<file path="config.mk">
export PLATFORM = sky130hd
export DESIGN_NAME = uart_line_rx
export DESIGN_NICKNAME = d
export VERILOG_FILES = /design/src/rtl/uart_pkg.sv /design/src/rtl/line_buf_ram.sv /design/src/rtl/uart_line_rx.sv
export SDC_FILE = /design/constraint.sdc
export NUM_CORES = 1
export LEC_CHECK = 0
export ABC_CLOCK_PERIOD_IN_PS = 3100
export BUFFER_PORTS_ARGS = -buffer_cell sky130_fd_sc_hd__clkbuf_2
export CAP_MARGIN = 10
export CORE_UTILIZATION = 30
export DETAILED_ROUTE_END_ITERATION = 7
export GPL_TIMING_DRIVEN = 0
export PLACE_DENSITY_LB_ADDON = 0.05
export SLEW_MARGIN = 10
export SYNTH_ARGS = -nofsm -noshare
export SYNTH_HDL_FRONTEND = slang
export SYNTH_SLANG_ARGS = --single-unit
export TNS_END_PERCENT = 30
</file>
<file path="constraint.sdc">
create_clock -name clk_uart -period 3.1 [get_ports clk_uart]
set_clock_uncertainty 0.2 [all_clocks]
set_input_delay 0.775 -clock clk_uart [delete_from_list [all_inputs] [get_ports clk_uart]]
set_output_delay 0.775 -clock clk_uart [all_outputs]
set_load 0.02 [all_outputs]
</file>
<file path="src/rtl/uart_pkg.sv">
// Shared UART constants: control characters, board greeting, line assembler states.
package uart_pkg;

  localparam logic [7:0] ASCII_CR = 8'h0D;
  localparam logic [7:0] ASCII_LF = 8'h0A;

  localparam int HELLO_LEN = 10;
  // "Hello FPGA"
  localparam logic [7:0] HELLO_STR [HELLO_LEN] = '{
    8'h48, 8'h65, 8'h6C, 8'h6C, 8'h6F, 8'h20, 8'h46, 8'h50, 8'h47, 8'h41
  };

  typedef enum logic [1:0] {COLLECT, DISCARD, READY} line_state_t;

  // Greeting byte at position idx; 0x00 beyond the end of the greeting.
  function automatic logic [7:0] hello_byte(input logic [7:0] idx);
    logic [7:0] b;
    b = 8'h00;
    for (int i = 0; i < HELLO_LEN; i++) begin
      if (idx == 8'(i)) b = HELLO_STR[i];
    end
    return b;
  endfunction

endpackage

</file>
<file path="src/rtl/line_buf_ram.sv">
// Simple dual-port line buffer: synchronous write, registered read.
module line_buf_ram #(
  parameter int unsigned DEPTH  = 16,
  parameter int unsigned ADDR_W = 4
) (
  input  logic              clk_uart,
  input  logic              reset_n,
  input  logic              wr_en,
  input  logic [ADDR_W-1:0] wr_addr,
  input  logic [7:0]        wr_data,
  input  logic [ADDR_W-1:0] rd_addr,
  output logic [7:0]        rd_data
);

  logic [7:0] mem [DEPTH];

  // Write port; storage itself is never reset.
  always_ff @(posedge clk_uart) begin
    if (wr_en) mem[wr_addr] <= wr_data;
  end

  // Registered read port; only the output register is reset.
  always_ff @(posedge clk_uart or negedge reset_n) begin
    if (!reset_n) rd_data <= 8'h00;
    else          rd_data <= mem[rd_addr];
  end

endmodule

</file>
<file path="src/rtl/uart_line_rx.sv">
// Line assembler behind the UART receiver: buffers printable bytes until LF,
// then holds the line for the command logic and flags the board greeting.
module uart_line_rx
  import uart_pkg::*;
#(
  parameter int unsigned MAX_LEN = 16,
  parameter int unsigned ADDR_W  = 4
) (
  input  logic              clk_uart,
  input  logic              reset_n,
  input  logic [7:0]        rxdata,
  input  logic              rxdata_ok,
  input  logic [ADDR_W-1:0] rd_addr,
  output logic [7:0]        rd_data,
  output logic              line_valid,
  output logic [7:0]        line_len,
  output logic              line_match,
  input  logic              line_ack,
  output logic              overflow,
  output logic              dropped
);

  localparam logic [7:0] MaxLen8   = 8'(MAX_LEN);
  localparam logic [7:0] HelloLen8 = 8'(HELLO_LEN);

  line_state_t state_q;
  logic        ok_q;
  logic        match_q;
  logic [7:0]  len_q;
  logic        line_valid_q;
  logic        overflow_q;
  logic        dropped_q;

  logic byte_edge;
  logic is_cr;
  logic is_lf;
  logic has_room;
  logic store_byte;

  // Byte accept is the rising edge of the receiver's valid level.
  always_comb begin
    byte_edge  = rxdata_ok & ~ok_q;
    is_cr      = (rxdata == ASCII_CR);
    is_lf      = (rxdata == ASCII_LF);
    has_room   = (len_q < MaxLen8);
    store_byte = byte_edge & (state_q == COLLECT) & ~is_cr & ~is_lf & has_room;
  end

  // Line FSM with length counter, greeting match and registered status pulses.
  always_ff @(posedge clk_uart or negedge reset_n) begin
    if (!reset_n) begin
      state_q      <= COLLECT;
      ok_q         <= 1'b1;  // a level already high at reset release is not a byte
      match_q      <= 1'b1;
      len_q        <= 8'd0;
      line_valid_q <= 1'b0;
      overflow_q   <= 1'b0;
      dropped_q    <= 1'b0;
    end else begin
      ok_q       <= rxdata_ok;
      overflow_q <= 1'b0;
      dropped_q  <= 1'b0;
      unique case (state_q)
        COLLECT: begin
          if (byte_edge) begin
            if (is_lf) begin
              // Empty lines are swallowed.
              if (len_q != 8'd0) begin
                state_q      <= READY;
                line_valid_q <= 1'b1;
              end
            end else if (!is_cr) begin
              if (has_room) begin
                len_q   <= len_q + 8'd1;
                match_q <= match_q & (len_q < HelloLen8) & (rxdata == hello_byte(len_q));
              end else begin
                overflow_q <= 1'b1;
                state_q    <= DISCARD;
              end
            end
          end
        end
        DISCARD: begin
          if (byte_edge && is_lf) begin
            len_q   <= 8'd0;
            match_q <= 1'b1;
            state_q <= COLLECT;
          end
        end
        READY: begin
          // A byte arriving while a line is held is lost, even alongside the ack.
          if (byte_edge) dropped_q <= 1'b1;
          if (line_ack) begin
            len_q        <= 8'd0;
            match_q      <= 1'b1;
            line_valid_q <= 1'b0;
            state_q      <= COLLECT;
          end
        end
        default: state_q <= COLLECT;
      endcase
    end
  end

  // Status outputs straight from registers.
  always_comb begin
    line_valid = line_valid_q;
    line_len   = len_q;
    line_match = match_q & (len_q == HelloLen8) & line_valid_q;
    overflow   = overflow_q;
    dropped    = dropped_q;
  end

  line_buf_ram #(
    .DEPTH  (MAX_LEN),
    .ADDR_W (ADDR_W)
  ) u_line_buf (
    .clk_uart (clk_uart),
    .reset_n  (reset_n),
    .wr_en    (store_byte),
    .wr_addr  (len_q[ADDR_W-1:0]),
    .wr_data  (rxdata),
    .rd_addr  (rd_addr),
    .rd_data  (rd_data)
  );

endmodule

</file>
After elaboration in Yosys (flattened, before gate mapping)
Memory sizes are Yosys's and may differ from the RTL's. A register that Yosys moved wholly into a read port is not among the register bits.
Index checks and enable logic that the tools add are counted.
{ "totals": {"input_bits": 16, "ff_bits": 15, "out_inout_bits": 20, "mem_bits_rw": 128, "n_memories": 1} }
{ "memory_table": {"columns": ["memory", "depth", "word_bits", "read_ports", "rd_ports_with_merged_regs", "write_ports", "line_no", "rtl"], "rows": [
  ["u_line_buf.mem", 16, 8, 1, 1, 1, "line_buf_ram.sv:15", "logic [7:0] mem [DEPTH];"]
]} }
{ "classes": {"magnitude_cmp": 2, "n_bitwise": 12, "addsub": 1, "n_reduce_logical": 10, "mux": 51, "eq_ne": 26} }
{ "ops": {"columns": ["cell", "count"], "rows": [
  ["8-bit two-way mux", 20],
  ["8-bit by 4-bit == test with 1-bit output (second input constant)", 5],
  ["8-bit by 3-bit == test with 1-bit output (second input constant)", 4],
  ["8-bit one-hot mux with 3 select lines", 1],
  ["1-bit two-way mux", 19],
  ["8-bit by 2-bit == test with 1-bit output (second input constant)", 2],
  ["2-bit two-way mux", 7],
  ["2-bit inequality test (second input constant)", 7],
  ["1-bit bitwise AND", 9],
  ["8-bit by 1-bit adder with 8-bit output (second input constant)", 1],
  ["8-bit by 1-bit == test with 1-bit output (second input constant)", 1],
  ["8-bit == test", 1],
  ["8-bit zero test", 1],
  ["8-bit by 4-bit < comparator with 1-bit output (second input constant)", 1],
  ["8-bit by 5-bit < comparator with 1-bit output (second input constant)", 1],
  ["8-bit nonzero test", 1],
  ["7-bit two-way mux", 1],
  ["7-bit AND reduction", 1],
  ["3-bit inequality test (second input constant)", 2],
  ["2-bit one-hot mux with 3 select lines", 1],
  ["6-bit AND reduction", 1],
  ["5-bit AND reduction", 1],
  ["3-bit by 2-bit inequality test with 1-bit output (second input constant)", 1],
  ["1-bit NOT", 3],
  ["other kinds (10)", 10]
]} }

Depth between registers and ports, before layout
Gate-level depths: netlist of run 1.
{ "logic_depth": {"word_depth": 23, "depth_mapped": 10, "mapped_depth_nobuf": 8} }

Modules after synthesis
From an unflattened synthesis of run 1, not the netlist that was laid out.
{ "hier_totals": {"cells_unflattened": 378, "area_unflattened_um2": 6457.4} }
{ "by_module_without_submodules": {"columns": ["mod", "area_each_um2", "cells_each", "instances"], "rows": [
  ["line_buf_ram", 5187.5, 229, 1],
  ["uart_line_rx", 1270.0, 149, 1]
]} }

Worst setup path after synthesis of run 1
Ideal clock, no wire load.
{ "synth_timing": {"kind": "input port to flip-flop", "from": "in rxdata[2]", "to": "mem u_line_buf.mem[3][0] (enable)", "required_time_ps": 2517, "path_slack_ps": 203, "path_stages": 6, "path_buffers": 0, "t_arrival_ps": 2314, "cell_sequence": "and3b_1 -> o211ai_1 -> nand3_1 -> nor2_1 -> nand2_1 -> nor3_1"} }
{ "synth_via": {"elab_chain_len": 7, "word_cells_on_any_way": 9, "classes_between": "eq/ne (2); mux (2); bitwise (5)"} }
{ "synth_rtl": {"columns": ["element", "line_no", "rtl"], "rows": [
  ["start, declared", "uart_line_rx.sv:11", "input logic [7:0] rxdata,"],
  ["8-bit by 4-bit == test with 1-bit output", "uart_line_rx.sv:43", "is_cr = (rxdata == ASCII_CR);"],
  ["1-bit NOT", "uart_line_rx.sv:46", "store_byte = byte_edge & (state_q == COLLECT) & ~is_cr & ~is_lf & has_room;"],
  ["1-bit bitwise AND", "uart_line_rx.sv:46", null],
  ["1-bit bitwise AND * (2 in series)", "uart_line_rx.sv:46", null],
  ["1-bit two-way mux *", "line_buf_ram.sv:19", "if (wr_en) mem[wr_addr] <= wr_data;"],
  ["1-bit two-way mux (implied by the code) *", "line_buf_ram.sv:19", null],
  ["end, declared", "line_buf_ram.sv:15", null]
]} }
Every way passes the cells marked *; elsewhere a longest branch is shown, timed or not.

Final worst setup path of run 1
{ "layout_timing": {"from": "in rxdata[2]", "to": "mem u_line_buf.mem[3][7] (enable)"} }
The elaborated chain is that of the path after synthesis.

==> summary.md, run 1 <==
| Metric | Value |
|---|---|
| Status | finished clean |
| Post-DR wirelength/cell | 22.12 um |
| Grt ovf | 0 |
| Setup CP Type | in -> reg |
| Ys async rst share | 15.23% |
| CP max FO | 19 |
| Gpl congestion | 0.7901 |
| Global-route usage over all layers | 15.06% |
| Syn-to-layout area delta | 17.93% |
| Post-DRT Antenna Nets | 0 |
| Final worst setup slack | 0.2326 ns |
| Hpwl dp | 10000 um |
| Met3 wire len | 574 um |
| Port-buffer cells | 32 |
| Slowest cell on the critical path | and3b_1 |
| Data required, critical path | 3.03 ns |
| Clk slew on worst S/H paths | 0.06 ns |
| Core Area | 20490 um^2 |
| Library cells used by synthesis | 46 |
| Htree depth | 4 |
| Syn nets | 379 |
| Cell total after placement | 658 |
| Synth Flop Type | edfxtp_1 |
| Routed length on met1 | 7157 um |
| Mean area per synthesized cell | 17.91 um^2 |
| Worst Hold Class | in -> async |
| Filler Cell Count | 1952 |
| First-pass GRT wire length | 23110 um |
| Max incr delay on CP | 0.31 ns |
| Most frequent cells in the layout | edfxtp_1 (128), mux4_2 (40), clkbuf_2 (31) |
| Slew Viols, Final | 0 |
| Worst Reg-to-Reg Cells | 4 |
| Number of global-route vias before repair | 3499 |
| Num Clock Sinks | 151 |
| Fin crit share | 92.50% |
| Initial antenna violation count | 2 |
| Pre-CTS setup slack | -0.8076 ns |
| Via/cell ratio | 4.944 |
| RSZ-0062 raised after global routing | no |
| Sequential area share after synthesis | 69.54% |
| Setup TNS | 0 ns |
| Nets@finish | 432 |
| Commonest non-fill, non-tap cell in the layout | edfxtp_1 |
| CTS root buf | clkbuf_16 |
| Initial Util | 31.03% |
| Max Fclk | 348.7 MHz |
| Final std cells w/o fill | 691 |
| Total of max-cap violations | 0 |
| EDFF count, synth | 128 |
| FF/Latch Area | 4422 um^2 |
| Largest net degree at the start of global routing | 24 |
| Worst relative slew slack | 30.98% |
| Top sig layer | met4 |
| Maximum VDD drop | 0.3667 mV |
| Cells along the critical path | clkbuf_2, and3b_1, o211ai_1, nand3_2, nor2_4, nand2_1, nor3_4, buf_4 |
| Power, Total | 5.403 mW |
| Gate Count Post-Synth | 355 |
| Row count | 52 |
| Post-synth design cell area | 6359 um^2 |
| PwrDens | 720.5 nW/um^2 |
| Routed met2 length | 7365 um |
| Worst-Skew Late Latency | 0.42 ns |
| Worst Path Arrival | 2.79 ns |
| CTS tree | done |
| Final hold vios | 0 |
| Final antenna diode count | 0 |
| Startpoint Class | input port |
| Crit end category | register |
| Final setup fails | 0 |
| Synth Warn # | 0 |
| Via Count | 3416 |
| Num CTS Buffers | 17 |
| Fin crit period | 2.867 ns |
| Area of the multi-input gates | 1876 um^2 |
| Pre-antenna DRT Iters | 4 |
| I/O pins | 36 |
| Hold Buf Count CTS | 0 |
| Die height | 147.6 um |
| CTS max path bufs | 2 |
| Leak | 2.512 nW |
| #FFs+latches synth | 151 |
| Chip width | 147.6 um |
| Worst Max-Slew Pin Slew | 1.032 ns |
| DRC | 0 |
| Layout cells sized above 1 | 28.98% |
| DRT Wirelength | 15280 um |
| DRT iter0 DRCs | 200 |
| Area of the die | 21780 um^2 |
==> synth_stat cells, types with 2 or more instances <==
library cell	instances	area, um^2
nand2b_1	4	25.02
dfstp_2	2	52.55
o21ai_1	2	10.01
nand3b_1	2	15.01
ha_1	8	100.1
nand2_1	13	48.80
nand4_1	5	31.28
nor2_1	12	45.04
o21ai_0	5	25.02
and3_1	12	75.07
o211ai_1	2	15.01
nor4_1	5	31.28
buf_2	5	25.02
nand3_1	7	35.03
buf_1	5	18.77
nor2b_1	9	56.30
xnor2_1	3	26.28
edfxtp_1	128	3844
mux4_2	40	900.9
nor3b_1	3	22.52
a21oi_1	5	25.02
nor3_1	5	25.02
a21o_1	4	30.03
nor4_4	2	42.54
xor2_1	3	26.28
clkbuf_1	8	30.03
a221o_1	3	30.03
inv_1	7	26.28
dfrtp_1	21	525.5
or4_1	3	22.52
a211oi_1	2	15.01
mux2_2	2	22.52
and2_1	5	31.28
==> state kept, by name, summed over array words and instances, names as in the netlist <==
signal / count
u_line_buf.mem: 128
line_len: 8
match_q: 1
overflow: 1
line_valid: 1
dropped: 1
ok_q: 1
u_line_buf.rd_data: 8
state_q: 2
==> path summary, 6_finish.rpt <==
check	start	end	slack, ns
max in group asynchronous	reset_n	u_line_buf.rd_data[0]$_DFF_PN0_	2.05
hold / removal	reset_n	state_q[1]$_DFFE_PN0P_	0.19
min in group clk_uart	rxdata_ok	ok_q$_DFF_PN1_	0.24
setup reg to reg	line_len[0]$_DFFE_PN0P_	u_line_buf.mem[0][0]$_DFFE_PP_	0.35
hold reg to reg	state_q[0]$_DFFE_PN0P_	state_q[0]$_DFFE_PN0P_	0.37
setup / recovery	rxdata[2]	u_line_buf.mem[3][7]$_DFFE_PP_	0.23
==> final cells by class <==
type	count	share of cell area, %
flip-flops and latches	151	58.97
multi-input cells	179	25.01
clock buffers	17	5.673
well taps	270	4.505
repair buffers	34	2.369
clock inverters	15	2.136
plain buffers	18	0.9845
inverters	7	0.3504
==> power breakdown <==
group | switching (mW) | internal (mW) | leakage (nW)
Sequential | 0.0810 | 2.27 | 1.42
Combinational | 0.630 | 0.368 | 0.815
Clock | 0.911 | 1.14 | 0.275
Total | 1.62 | 3.78 | 2.51
==> logic make-up (layout without fill, tap and decap cells) <==
family	count (synthesis)	in the layout	synth area share [%]
buffers and inverters	25	91	1.574
AND/OR/NAND/NOR	90	90	8.343
XOR/XNOR	6	6	0.8266
AO/OA/AOI/OAI	32	32	3.463
flip-flops	151	151	69.54
multiplexers	43	43	14.68
adder cells (fa/ha/maj)	8	8	1.574
==> what timing repair did <==
action                     in CTS  in global routing
pin swaps                       1                  1
gates resized for setup         3                  7
setup endpoints to repair      24                 96
buffers inserted                0                  1
==> critical path, delay by kind of cell <==
| kind | cells | cell delay [ns] |
|---|---|---|
| buf+inv | 2 | 0.50 |
| simple gates | 5 | 1.25 |
| compound gates | 1 | 0.25 |
==> per-layer routing <==
layer | track usage, % | up-vias
li1 | - | 1543
met1 | 20.87 | 1791
met2 | 23.87 | 66
met3 | 2.994 | 16
met4 | 4.639 | 0
met5 | 0 | -
==> metrics by stage <==
| step | hold WS, ns | cell area (um^2) | utilization (%) |
|---|---|---|---|
| 2_1_floorplan | 0.2794 | 6359 | - |
| 6_report | 0.1891 | 7498 | 36.59 |
| 3_5_place_dp | 0.3593 | 6869 | 33.52 |
| 3_3_place_gp | 0.3503 | 6857 | 33.46 |
| 5_1_grt | 0.2319 | 7498 | 36.59 |
| 4_1_cts | 0.2230 | 7462 | 36.41 |
Note: power is estimated with default switching activity, not from simulation.
==> inputs of run 2 (changes only) <==
--- a/config.mk
+++ b/config.mk
@@ -10,7 +10,6 @@
 export CAP_MARGIN = 10
 export CORE_UTILIZATION = 30
 export DETAILED_ROUTE_END_ITERATION = 7
-export GPL_TIMING_DRIVEN = 0
 export PLACE_DENSITY_LB_ADDON = 0.05
 export SLEW_MARGIN = 10
 export SYNTH_ARGS = -nofsm -noshare
==> run 2 against run 1 <==
Core utilization rose by 1.3 points. Register-to-register slack improved by 0.17 ns. Final cell count is 3.2% higher. Clock power shrank 6%. Setup slack improved by 0.053 ns. First-iteration DRC count increased by 28%. Die area is the same. Final area up 3.5%. Via count rose by 1.8%. Maximum frequency is 1.9% higher. Routed wire length is 3.3% higher. Non-clock buffer count rose by 22. Critical endpoint is now line_match. Largest cell class unchanged.
==> summary.md, run 2 (same netlist as run 1, synthesis figures left out) <==
| Metric | Value |
|---|---|
| Chip width | 147.6 um |
| DRC | 0 |
| Fin crit share | 90.79% |
| Hold Buf Count CTS | 0 |
| Largest net degree at the start of global routing | 33 |
| Htree depth | 4 |
| Clk slew on worst S/H paths | 0.06 ns |
| Final hold vios | 0 |
| Commonest non-fill, non-tap cell in the layout | edfxtp_1 |
| Worst-Skew Late Latency | 0.41 ns |
| Crit path from | line_len[4]$_DFFE_PN0P_ |
| Leak | 2.695 nW |
| Fin crit period | 2.814 ns |
| Area of the die | 21780 um^2 |
| Worst relative slew slack | 48.30% |
| Resize count post-CTS | 0 |
| Placed Instance Area | 7216 um^2 |
| Top reg by flops | u_line_buf.mem |
| Nets@finish | 454 |
| PwrDens | 680.6 nW/um^2 |
| Num CTS Buffers | 17 |
| Max incr delay on CP | 0.50 ns |
| Pre-CTS setup slack | 0.07691 ns |
| Num Clock Sinks | 151 |
| Non-Filler Cell Area, Final | 7761 um^2 |
| CP bufs+invs | 1 |
| Initial antenna violation count | 0 |
| Worst Path Arrival | 1.84 ns |
| I/O pins | 36 |
| Layout cells sized above 1 | 33.18% |
| Crit end category | primary output |
| Final antenna diode count | 0 |
| Port-buffer cells | 35 |
| Largest register FFs | 128 |
| Via/cell ratio | 4.879 |
| Clock power share | 36.3% |
| First-pass GRT wire length | 23760 um |
| Filler Cell Count | 1937 |
| Die height | 147.6 um |
| Area of the multi-input gates | 1837 um^2 |
| Sequential power share | 44.8% |
| Final worst setup slack | 0.2855 ns |
| Startpoint Class | register |
| Post-DRT Antenna Nets | 0 |
| RSZ-0062 raised after global routing | no |
| Via Count | 3479 |
| Power, Total | 5.282 mW |
| Worst Max-Slew Pin Slew | 0.7756 ns |
| Final setup fails | 0 |
| FF/Latch Area | 4422 um^2 |
| Gpl congestion | 0.7787 |
| Pre-antenna DRT Iters | 4 |
| Slew Viols, Final | 0 |
| Core Area | 20490 um^2 |
| R2R Path Start | line_len[1]$_DFFE_PN0P_ |
| Row count | 52 |
| Slowest cell on the critical path | dfrtp_1 |
| Comb pwr share | 18.9% |
| Hpwl dp | 10700 um |
| Data required, critical path | 2.12 ns |
| Syn-to-layout area delta | 22.06% |
| Global-route usage over all layers | 15.56% |
| Internal power | 3.820 mW |
| Number of global-route vias before repair | 3656 |
| Total of max-cap violations | 0 |
| Setup TNS | 0 ns |
| Family with the most delay on the worst path | simple AND/OR/NAND/NOR gates |
| Sw Ratio | 27.67% |
| Switching power | 1.462 mW |
| DRT iter0 DRCs | 257 |
| Maximum VDD drop | 0.3233 mV |
| Initial Util | 31.03% |
| Post-DR wirelength/cell | 22.15 um |
| CTS root buf | clkbuf_16 |
| Status | finished clean |
| Worst Hold Class | in -> async |
| Max Fclk | 355.3 MHz |
| Cells along the critical path | nor4_4, nand2_1, nor3_1, clkbuf_2 |
| CTS tree | done |
| Most frequent cells in the layout | edfxtp_1 (128), mux4_2 (40), clkbuf_2 (35) |
| Post-CTS Repair Setup Buffers | 0 |
| CTS max path bufs | 2 |
| Setup CP Type | reg -> out |
| Grt ovf | 0 |
| CP max FO | 8 |
| DRT Wirelength | 15790 um |
run 2: final timing paths:
check / endpoint / slack, ns / depth (start not counted)
max reg2reg: match_q$_DFFE_PN1P_ / 0.52 / 7
max in group asynchronous: u_line_buf.rd_data[3]$_DFF_PN0_ / 1.97 / 1
min: line_len[0]$_DFFE_PN0P_ / 0.22 / 1
max: line_match / 0.29 / 4
min in group clk_uart: ok_q$_DFF_PN1_ / 0.25 / 1
min reg2reg: state_q[0]$_DFFE_PN0P_ / 0.37 / 1
run 2: power groups by stage:
stage	combinational, mW	sequential (mW)	clock (mW)
after floorplan	0.625	2.43	0
after global placement	1.01	2.41	0
after detailed placement	1.01	2.41	0
after CTS	1.01	2.37	1.97
after global routing	1.11	2.38	2.04
final	0.996	2.37	1.92
run 2: cell type report:
type,instances,area share (%)
Tap cell,270,4.353
Multi-Input combinational cell,179,23.67
Inverter,7,0.3385
Clock buffer,24,6.078
Sequential cell,151,56.97
Timing Repair Buffer,74,7.641
Clock inverter,8,0.9512
run 2: per-layer routing:
| metal | track usage, % | up-vias | wire [um] |
|---|---|---|---|
| met2 | 25.38 | 65 | 7798 |
| met3 | 3.395 | 13 | 531 |
| met4 | 4.330 | 0 | 156 |
| met5 | 0 | - | 0 |
| li1 | - | 1582 | - |
| met1 | 20.94 | 1819 | 7304 |
run 2: through the flow:
stage,hold slack [ns],utilization (%),cells
global route,0.2359,37.87,713
finish,0.2239,37.87,713
CTS,0.2317,37.87,713
global placement,0.3526,35.21,681
floorplan,0.2794,-,355
detailed placement,0.3627,35.21,681
